File: config.mk
export PLATFORM = sky130hd
export DESIGN_NAME = spi_slave_if
export DESIGN_NICKNAME = d
export VERILOG_FILES = /design/src/rtl/spi_pkg.sv /design/src/rtl/spi_sync_edge.sv /design/src/rtl/spi_slave_if.sv
export SDC_FILE = /design/constraint.sdc
export NUM_CORES = 1
export LEC_CHECK = 0
export BUFFER_PORTS_ARGS = -buffer_cell sky130_fd_sc_hd__buf_2
export CAP_MARGIN = 40
export CORE_MARGIN = 1.5
export CORE_UTILIZATION = 59
export CTS_BUF_LIST = sky130_fd_sc_hd__clkbuf_16
export DETAILED_ROUTE_END_ITERATION = 10
export PLACE_DENSITY = 0.82
export RECOVER_POWER = 50
export SYNTH_ARGS = -nofsm -noshare
export SYNTH_HDL_FRONTEND = slang
export SYNTH_SLANG_ARGS = --single-unit
File: constraint.sdc
create_clock -name clk_sys -period 2.9 [get_ports clk_sys]
set_input_delay 0.145 -clock clk_sys [delete_from_list [all_inputs] [get_ports clk_sys]]
set_output_delay 0.145 -clock clk_sys [all_outputs]
set_load 0.01 [all_outputs]
File: src/rtl/spi_pkg.sv
`timescale 1ns / 1ps
// -----------------------------------------------------------------------------
// spi_pkg
// Shared constants and types for the SPI target-side (slave) byte interface.
//   SPI_WORD_W  : bits per SPI word (MSB first).
//   SPI_BCNT_W  : width of the in-byte bit counter.
//   spi_state_e : frame state, idle (0) or active (1).
// -----------------------------------------------------------------------------
package spi_pkg;

    localparam int unsigned SPI_WORD_W = 8;
    localparam int unsigned SPI_BCNT_W = 3;

    typedef enum logic {
        StIdle   = 1'b0,
        StActive = 1'b1
    } spi_state_e;

endpackage

File: src/rtl/spi_sync_edge.sv
`timescale 1ns / 1ps
// -----------------------------------------------------------------------------
// spi_sync_edge
// Two-flop synchroniser for an asynchronous pin, followed by a history flop
// used to detect edges of the synchronised value.
// Ports:
//   clk_sys : system clock.
//   rst_n   : asynchronous active-low reset; all three flops reset to ResetVal.
//   din     : asynchronous input pin.
//   sync    : synchronised level.
//   rise    : synchronised value went 0 -> 1 (sync == 1, history == 0).
//   fall    : synchronised value went 1 -> 0 (sync == 0, history == 1).
// -----------------------------------------------------------------------------
module spi_sync_edge #(
    parameter logic ResetVal = 1'b0
) (
    input  logic clk_sys,
    input  logic rst_n,
    input  logic din,
    output logic sync,
    output logic rise,
    output logic fall
);

    logic meta_q;
    logic sync_q;
    logic hist_q;

    always_ff @(posedge clk_sys or negedge rst_n) begin
        if (!rst_n) begin
            meta_q <= ResetVal;
            sync_q <= ResetVal;
            hist_q <= ResetVal;
        end else begin
            meta_q <= din;
            sync_q <= meta_q;
            hist_q <= sync_q;
        end
    end

    assign sync = sync_q;
    assign rise = sync_q & ~hist_q;
    assign fall = ~sync_q & hist_q;

endmodule

File: src/rtl/spi_slave_if.sv
`timescale 1ns / 1ps
// -----------------------------------------------------------------------------
// spi_slave_if
// SPI mode-0 target-side byte interface, MSB first, 8-bit words. The pins are
// oversampled in clk_sys (at least 8x sclk); MOSI bytes are deserialised on
// sclk rising edges and reply bytes are shifted onto MISO on falling edges.
// Ports:
//   clk_sys      : system clock.
//   rst_n        : asynchronous active-low reset.
//   spi_cs_n     : chip select from master, active-low, asynchronous.
//   spi_sclk     : serial clock from master, asynchronous.
//   spi_mosi     : serial data from master.
//   spi_miso     : serial data to master, 0 outside a frame.
//   tx_data      : next reply byte, captured on the tx_load cycle.
//   tx_load      : one-cycle pulse, tx_data captured this cycle.
//   rx_data      : last complete received byte, held until the next one.
//   rx_valid     : one-cycle pulse, rx_data updated.
//   frame_active : high while a frame is in progress.
//   frame_end    : one-cycle pulse when the synchronised cs_n rises.
//   frame_err    : pulses with frame_end when the frame ended mid-byte.
// -----------------------------------------------------------------------------
module spi_slave_if
    import spi_pkg::*;
(
    input  logic                  clk_sys,
    input  logic                  rst_n,
    input  logic                  spi_cs_n,
    input  logic                  spi_sclk,
    input  logic                  spi_mosi,
    output logic                  spi_miso,
    input  logic [SPI_WORD_W-1:0] tx_data,
    output logic                  tx_load,
    output logic [SPI_WORD_W-1:0] rx_data,
    output logic                  rx_valid,
    output logic                  frame_active,
    output logic                  frame_end,
    output logic                  frame_err
);

    localparam logic [SPI_BCNT_W-1:0] BcntOne  = SPI_BCNT_W'(1);
    localparam logic [SPI_BCNT_W-1:0] BcntLast = SPI_BCNT_W'(SPI_WORD_W - 1);
    localparam logic [1:0]            WarmDone = 2'd2;

    // Synchronised pin views
    logic cs_sync;
    logic cs_rise;
    logic cs_fall;
    logic sclk_sync_unused;
    logic sclk_rise;
    logic sclk_fall;
    logic mosi_sync;
    logic mosi_rise_unused;
    logic mosi_fall_unused;

    spi_sync_edge #(
        .ResetVal (1'b1)
    ) u_sync_cs (
        .clk_sys (clk_sys),
        .rst_n   (rst_n),
        .din     (spi_cs_n),
        .sync    (cs_sync),
        .rise    (cs_rise),
        .fall    (cs_fall)
    );

    spi_sync_edge #(
        .ResetVal (1'b0)
    ) u_sync_sclk (
        .clk_sys (clk_sys),
        .rst_n   (rst_n),
        .din     (spi_sclk),
        .sync    (sclk_sync_unused),
        .rise    (sclk_rise),
        .fall    (sclk_fall)
    );

    spi_sync_edge #(
        .ResetVal (1'b0)
    ) u_sync_mosi (
        .clk_sys (clk_sys),
        .rst_n   (rst_n),
        .din     (spi_mosi),
        .sync    (mosi_sync),
        .rise    (mosi_rise_unused),
        .fall    (mosi_fall_unused)
    );

    // Frame state
    spi_state_e            state_q;
    logic                  armed_q;
    logic [1:0]            warm_q;
    logic                  started_q;
    logic [SPI_BCNT_W-1:0] bit_cnt_q;
    logic [SPI_WORD_W-1:0] rx_shift_q;
    logic [SPI_WORD_W-1:0] tx_shift_q;

    // The cs_n synchroniser resets to 1, so for the first two cycles after
    // reset its output is the reset value rather than the pin. warm_q holds off
    // arming until the synchronised level reflects the real pin; otherwise a
    // cs_n already low at reset release would look like a genuine frame start.
    always_ff @(posedge clk_sys or negedge rst_n) begin
        if (!rst_n) begin
            state_q      <= StIdle;
            armed_q      <= 1'b0;
            warm_q       <= 2'd0;
            started_q    <= 1'b0;
            bit_cnt_q    <= '0;
            rx_shift_q   <= '0;
            tx_shift_q   <= '0;
            spi_miso     <= 1'b0;
            tx_load      <= 1'b0;
            rx_data      <= '0;
            rx_valid     <= 1'b0;
            frame_active <= 1'b0;
            frame_end    <= 1'b0;
            frame_err    <= 1'b0;
        end else begin
            tx_load   <= 1'b0;
            rx_valid  <= 1'b0;
            frame_end <= 1'b0;
            frame_err <= 1'b0;

            if (warm_q != WarmDone) begin
                warm_q <= warm_q + 2'd1;
            end
            if ((warm_q == WarmDone) && cs_sync) begin
                armed_q <= 1'b1;
            end

            unique case (state_q)
                StIdle: begin
                    // Same-cycle sclk edges are dropped: only the start counts.
                    if (cs_fall && armed_q) begin
                        state_q      <= StActive;
                        frame_active <= 1'b1;
                        started_q    <= 1'b0;
                        bit_cnt_q    <= '0;
                        tx_shift_q   <= tx_data;
                        spi_miso     <= tx_data[SPI_WORD_W-1];
                        tx_load      <= 1'b1;
                    end
                end
                StActive: begin
                    if (cs_rise) begin
                        // Frame end wins over any sclk edge in the same cycle;
                        // a partial byte is dropped without rx_valid.
                        state_q      <= StIdle;
                        frame_active <= 1'b0;
                        spi_miso     <= 1'b0;
                        frame_end    <= 1'b1;
                        frame_err    <= (bit_cnt_q != '0);
                    end else if (sclk_rise) begin
                        started_q  <= 1'b1;
                        rx_shift_q <= {rx_shift_q[SPI_WORD_W-2:0], mosi_sync};
                        bit_cnt_q  <= bit_cnt_q + BcntOne;
                        if (bit_cnt_q == BcntLast) begin
                            rx_data  <= {rx_shift_q[SPI_WORD_W-2:0], mosi_sync};
                            rx_valid <= 1'b1;
                        end
                    end else if (sclk_fall && started_q) begin
                        if (bit_cnt_q == '0) begin
                            // Byte boundary: next reply byte goes out MSB first.
                            tx_shift_q <= tx_data;
                            spi_miso   <= tx_data[SPI_WORD_W-1];
                            tx_load    <= 1'b1;
                        end else begin
                            tx_shift_q <= {tx_shift_q[SPI_WORD_W-2:0], 1'b0};
                            spi_miso   <= tx_shift_q[SPI_WORD_W-2];
                        end
                    end
                end
            endcase
        end
    end

endmodule

Word level (Yosys, flattened, before mapping)
Cells that the tools add are included.
- add/sub/neg operators: 2
- bitwise logic cells: 10
- reduce and logical (&&, ||, !) cells: 11
- muxes and demuxes: 39
- equal/unequal tests: 11
- operator list (kind ; count):
    $mux W7 ; 5
    $mux W1 ; 24
    $pmux W7 S2 ; 1
    $ne A2 B2 Y1 const B ; 6
    $pmux W1 S2 ; 5
    $mux W3 ; 3
    $reduce_and A3 Y1 ; 3
    $reduce_and A4 Y1 ; 2
    $not A1 Y1 ; 6
    $pmux W3 S2 ; 1
    $and A1 B1 Y1 ; 4
    $add A3 B1 Y3 const B ; 1
    $eq A3 B3 Y1 const B ; 1
    $logic_and A1 B1 Y1 ; 3
    $logic_not A3 Y1 ; 1
    $ne A3 B2 Y1 const B ; 1
    $ne A3 B3 Y1 const B ; 1
    $reduce_bool A3 Y1 ; 1
    $add A2 B1 Y2 const B ; 1
    $eq A2 B2 Y1 const B ; 1
    $ne A2 B1 Y1 const B ; 1
    $reduce_and A2 Y1 ; 1
- logic and storage cells: 95
- input port bits: 13
- output and inout bits: 14
- bits in registers: 44

Logic depth before layout (Yosys ltp)
- word-level depth: 7
- depth in mapped cells: 6
- depth with buffers taken out: 6

Hierarchy
A second synthesis with hierarchy kept.
- cell total of the unflattened synthesis: 131
- area total of the unflattened synthesis: 1825.5 um^2
- modules (own cells, without submodules) (module ; instances ; cells each ; sequential area each (um^2) ; area an instance (um^2)):
    spi_slave_if ; 1 ; 116 ; 900.9 ; 1551.5
    spi_sync_edge at u_sync_mosi ... ; 2 ; 5 ; 75.1 ; 90.1
    spi_sync_edge at u_sync_cs ; 1 ; 5 ; 78.8 ; 93.8

Worst setup path before layout
No wires, ideal clock.
- path kind: register to register
- start point: register bit_cnt_q[0]
- end point: register tx_shift_q[1]
- data required time: 2.772 ns
- path slack: 1.277 ns
- stages on the path, launching flop included: 7
- arrival: 1.495 ns
- library setup time: 0.128 ns
- path buffers: 0
- clock period less this slack: 1.623 ns
- cell sequence: dfrtp_1 > inv_1 > ha_1 > nand2b_1 > nand2_1 > mux2_2 > mux2_1
- longest elaborated chain between the ends: 6
- RTL lines (element ; line ; RTL):
    start, declared ; spi_slave_if.sv:93 ; logic [SPI_BCNT_W-1:0] bit_cnt_q;
    start signal, assigned ; spi_slave_if.sv:155 ; bit_cnt_q <= bit_cnt_q + BcntOne;
    $logic_not A3 Y1 ; spi_slave_if.sv:161 ; if (bit_cnt_q == '0) begin
    $mux W7 ; spi_slave_if.sv:161 ;
    $mux W7 ; spi_slave_if.sv:160 ; end else if (sclk_fall && started_q) begin
    $mux W7 ; spi_slave_if.sv:152 ; end else if (sclk_rise) begin
    $mux W7 ; spi_slave_if.sv:144 ; if (cs_rise) begin
    $pmux W7 S2 ; spi_slave_if.sv:130 ; unique case (state_q)
    end signal, assigned ; spi_slave_if.sv:138 ; tx_shift_q <= tx_data;
    end signal, assigned ; spi_slave_if.sv:163 ; tx_shift_q <= tx_data;
    end signal, assigned ; spi_slave_if.sv:167 ; tx_shift_q <= {tx_shift_q[SPI_WORD_W-2:0], 1'b0};
    end, declared ; spi_slave_if.sv:95 ; logic [SPI_WORD_W-1:0] tx_shift_q;
Every way passes these cells. The select of a mux whose other input is x is not followed.
A chain may end at the register's enable or synchronous reset.

Worst setup path after layout
- start point: register state_q
- end point: register rx_data[1]
- longest elaborated chain between the ends: 1
- RTL lines (element ; line ; RTL):
    start, declared ; spi_slave_if.sv:89 ; spi_state_e state_q;
    start signal, assigned ; spi_slave_if.sv:103 ; state_q <= StIdle;
    start signal, assigned ; spi_slave_if.sv:134 ; state_q <= StActive;
    start signal, assigned ; spi_slave_if.sv:147 ; state_q <= StIdle;
    $reduce_and A4 Y1 (no source line) ; -- ;
    end signal, assigned ; spi_slave_if.sv:157 ; rx_data <= {rx_shift_q[SPI_WORD_W-2:0], mosi_sync};
    end, declared ; spi_slave_if.sv:33 ; output logic [SPI_WORD_W-1:0] rx_data,
Every way passes these cells.

==> run_results.csv <==
group,metric,value,unit
worst_setup_path,critPathRequiredTime,3.07,ns
placed_design,dp_hpwl,2.17,mm
hold_path,hold_path_end,"tx_shift_q[0]",
clock_tree,cts_tree,"done",
worst_setup_path,r2r_slack,0.95,ns
yosys,synthAdderAreaFrac,0.0280,
final_layout,nFillCells,185,
routing,wl,3.12,mm
yosys,synth_xor_area_frac,0.00490,
worst_setup_path,start_kind,"flop",
die,core_area,2810,um^2
clock_tree,clockBufferDepth,2,
clock_tree,cts_sinks,44,
clock_tree,clk_pin_slew_worst_paths,0.06,ns
timing,slew_headroom,0.166,
routing,vias_per_cell,5.56,
clock_tree,cts_resized,0,
status,status,"finished with violations",
yosys,synthDistinctLibCells,27,
routing,wl_per_cell,15.2,um
timing,fin_crit_sh,0.673,
hold_path,hp-start,"tx_data[0]",
timing,whs,0.115,ns
routing,dr_wl_met3,183,um
final_layout,drive_gt1_frac,0.224,
worst_setup_path,path_cells,"inv_2, nor4b_4, nand2_4, mux2_4",
placed_design,port_buffers,26,
final_layout,mostFrequentLayoutCells,"dfrtp_1, nand2_1, clkbuf_1",
worst_setup_path,path_buf_inv,1,
die,dieArea,3370,um^2
routing,initialDrtViolationCount,42,
routing,drtAntennaViolNets,0,
pwr,switchingPower,0.429,mW
yosys,seq_area_frac_synth,0.618,
final_layout,final_common_cell,"dfrtp_1",
yosys,synthSimpleGateAreaFrac,0.132,
yosys,synth_compound_area_frac,0.0378,
die,die_width,58.0,um
yosys,ys_warn_count,0,
timing,fin_crit,1.95,ns
pwr,cellLeakagePower,1.09,nW
pwr,ir_drop,0.000555,V
final_layout,diodes,0,
worst_setup_path,max_stage_delay,0.65,ns
global_routing,grt_max_degree,24,
yosys,syn_inst,138,
pwr,p_clk_frac,0.330,
global_routing,overflow,0,
timing,worstMarginPinSlew,1.25,ns
clock_tree,ctsHoldBuffers,4,
pwr,seqPwrFrac,0.501,
flow_run,maxCapViolations,0,
worst_setup_path,cp_slowest_cell,"nor4b_4",
yosys,syn-mean-instance-area,12.9,um^2
routing,remaining_drc_errors,2,
die,rows,19,
worst_setup_path,r2r_cells,4,
worst_setup_path,cp.depth,4,
status,violations,"DRC",
clock_tree,htree_levels,2,
timing,finalClockSkew,0.00582,ns
yosys,muxShareOfSynthArea,0.153,
clock_tree,post_cts_buffers,0,
hold_path,holdPathStages,3,
timing,setup_tns,0,ns
yosys,synth_seq_cells,44,
worst_setup_path,rr_startpoint,"state_q",
global_routing,grt_pass1_vias,1154,
final_layout,multiInputGateArea,636,um^2
placed_design,place.gp.congestion,0.806,
placed_design,dp.cells,193,
yosys,synth_top_area_share,0.574,
clock_tree,cts-buffers-inserted,5,
timing,grt_setup_unrepaired,"no",
pwr,p_per_area,754,nW/um^2
timing,final_max_slew_viol_count,0,
timing,setup-violations-final,0,
die,die_h,58.0,um
routing,dr.pass1.iters,8,
global_routing,grt_pass1_wl,5.15,mm
pwr,switching_share,0.267,
final_layout,final_util,0.759,
yosys,synth_top_family_by_area,"multiplexers",
routing,wl_met1,1.28,mm
worst_setup_path,arrival,2.12,ns
routing,top_layer_used,"met4",
worst_setup_path,cp_max_fo,11,
routing,vias,1140,
worst_setup_path,end_kind,"flop",
pwr,combPwrFrac,0.170,
routing,met2_length,1.59,mm
worst_setup_path,crit_type,"flop to flop",
yosys,synthTopCellsByArea,"dfrtp_1, mux2_4, nand2_1, dfstp_2, mux2_2",
final_layout,regArea,1100,um^2
pwr,p_int,1.18,mW
final_layout,final_cells,205,
die,io_pins,27,
timing,timing.final.hold_violations,0,
die,start_util,0.637,
clock_tree,clkLatencyLatePin,0.28,ns
yosys,synth_nets,155,
clock_tree,root_buffer,"clkbuf_16",
timing,timing.fmax,0.512,GHz
yosys,yosysTopAreaCell,"dfrtp_1",
global_routing,grt_use_total,0.211,
worst_setup_path,critical-path-top-delay-family,"simple AND/OR/NAND/NOR gates",
final_layout,nets,190,
yosys,syn_area,1790,um^2
worst_setup_path,reg2reg_to,"rx_data[1]",
final_layout,areaGrowthSynthToFinish,19.1,%
global_routing,grt_antenna_before_repair,0,
hold_path,hold_class,"input pin to flop",
[worst register-to-register path: cells and delay by family, from the launching register on]
| kind | cells | cell delay (ns) |
|---|---|---|
| and+or+nand+nor | 2 | 0.88 |
| buffers and inverters | 1 | 0.13 |
| muxes | 1 | 0.35 |
| DFF | 1 | 0.49 |
[how the worst max path moves through the flow]
stage                            start  slack, ns       endpoint
after floorplan           bit_cnt_q[0]       1.28  tx_shift_q[1]
after global placement         state_q       1.09     rx_data[3]
after detailed placement       state_q       1.00     rx_data[1]
after CTS                      state_q        1.0     rx_data[1]
after global routing           state_q       0.85     rx_data[1]
final                          state_q       0.95     rx_data[1]
[synthesized netlist by cell type, drive strengths merged]
| library cell | instances |
|---|---|
| o22a | 1 |
| nand2b | 3 |
| xnor2 | 1 |
| buf | 3 |
| nand3 | 2 |
| dfrtp | 41 |
| mux2i | 3 |
| inv | 7 |
| nor2 | 6 |
| nor4b | 1 |
| mux2 | 19 |
| o31ai | 1 |
| ha | 4 |
| dfstp | 3 |
| nand2 | 31 |
| nand3b | 2 |
| nand4b | 1 |
| o21ai | 2 |
| a22o | 3 |
| a211oi | 1 |
| a21o | 1 |
| nor2b | 2 |
[state kept, by name, summed over array words and instances (netlist names), 2 cells and up]
| signal | count |
|---|---|
| rx_shift_q | 7 |
| warm_q | 2 |
| tx_shift_q | 7 |
| bit_cnt_q | 3 |
| rx_data | 8 |
[logic make-up (layout without fill, tap and decap cells)]
logic type	count (synthesis)	in the layout
simple gates	48	48
flops	44	44
mux	22	22
buf+inv	10	46
compound gates	9	9
fa+ha+maj	4	4
xor+xnor	1	1
[metrics by stage]
stage                     power [mW]  setup WS, ns  cell area (um^2)
after floorplan                0.986          1.28              1790
after global placement          1.05          1.09              1940
after detailed placement        1.08          1.00              1960
after CTS                       1.62         0.996              2150
after global routing            1.68         0.847              2130
final                           1.60         0.948              2130
[power by group through the flow]
| stage | Combinational (mW) | Clock [mW] | Sequential (mW) |
|---|---|---|---|
| floorplan | 0.191 | 0 | 0.795 |
| global placement | 0.247 | 0 | 0.801 |
| detailed placement | 0.272 | 0 | 0.813 |
| CTS | 0.280 | 0.539 | 0.803 |
| global route | 0.305 | 0.563 | 0.816 |
| finish | 0.272 | 0.529 | 0.803 |
[cell type report]
type / count / area share
clock buffer: 5 / 0.0588
clock inverter: 3 / 0.00882
inverter: 7 / 0.0123
multi-input combinational: 84 / 0.299
sequential: 44 / 0.519
tap: 31 / 0.0182
timing repair buffer: 31 / 0.0841
[routing by layer]
layer,up-vias,GRT usage
li1,522,-
met1,571,0.250
met2,39,0.356
met3,8,0.0781
met4,0,0.0731
met5,-,0
Note: power is estimated with default switching activity, not from simulation.
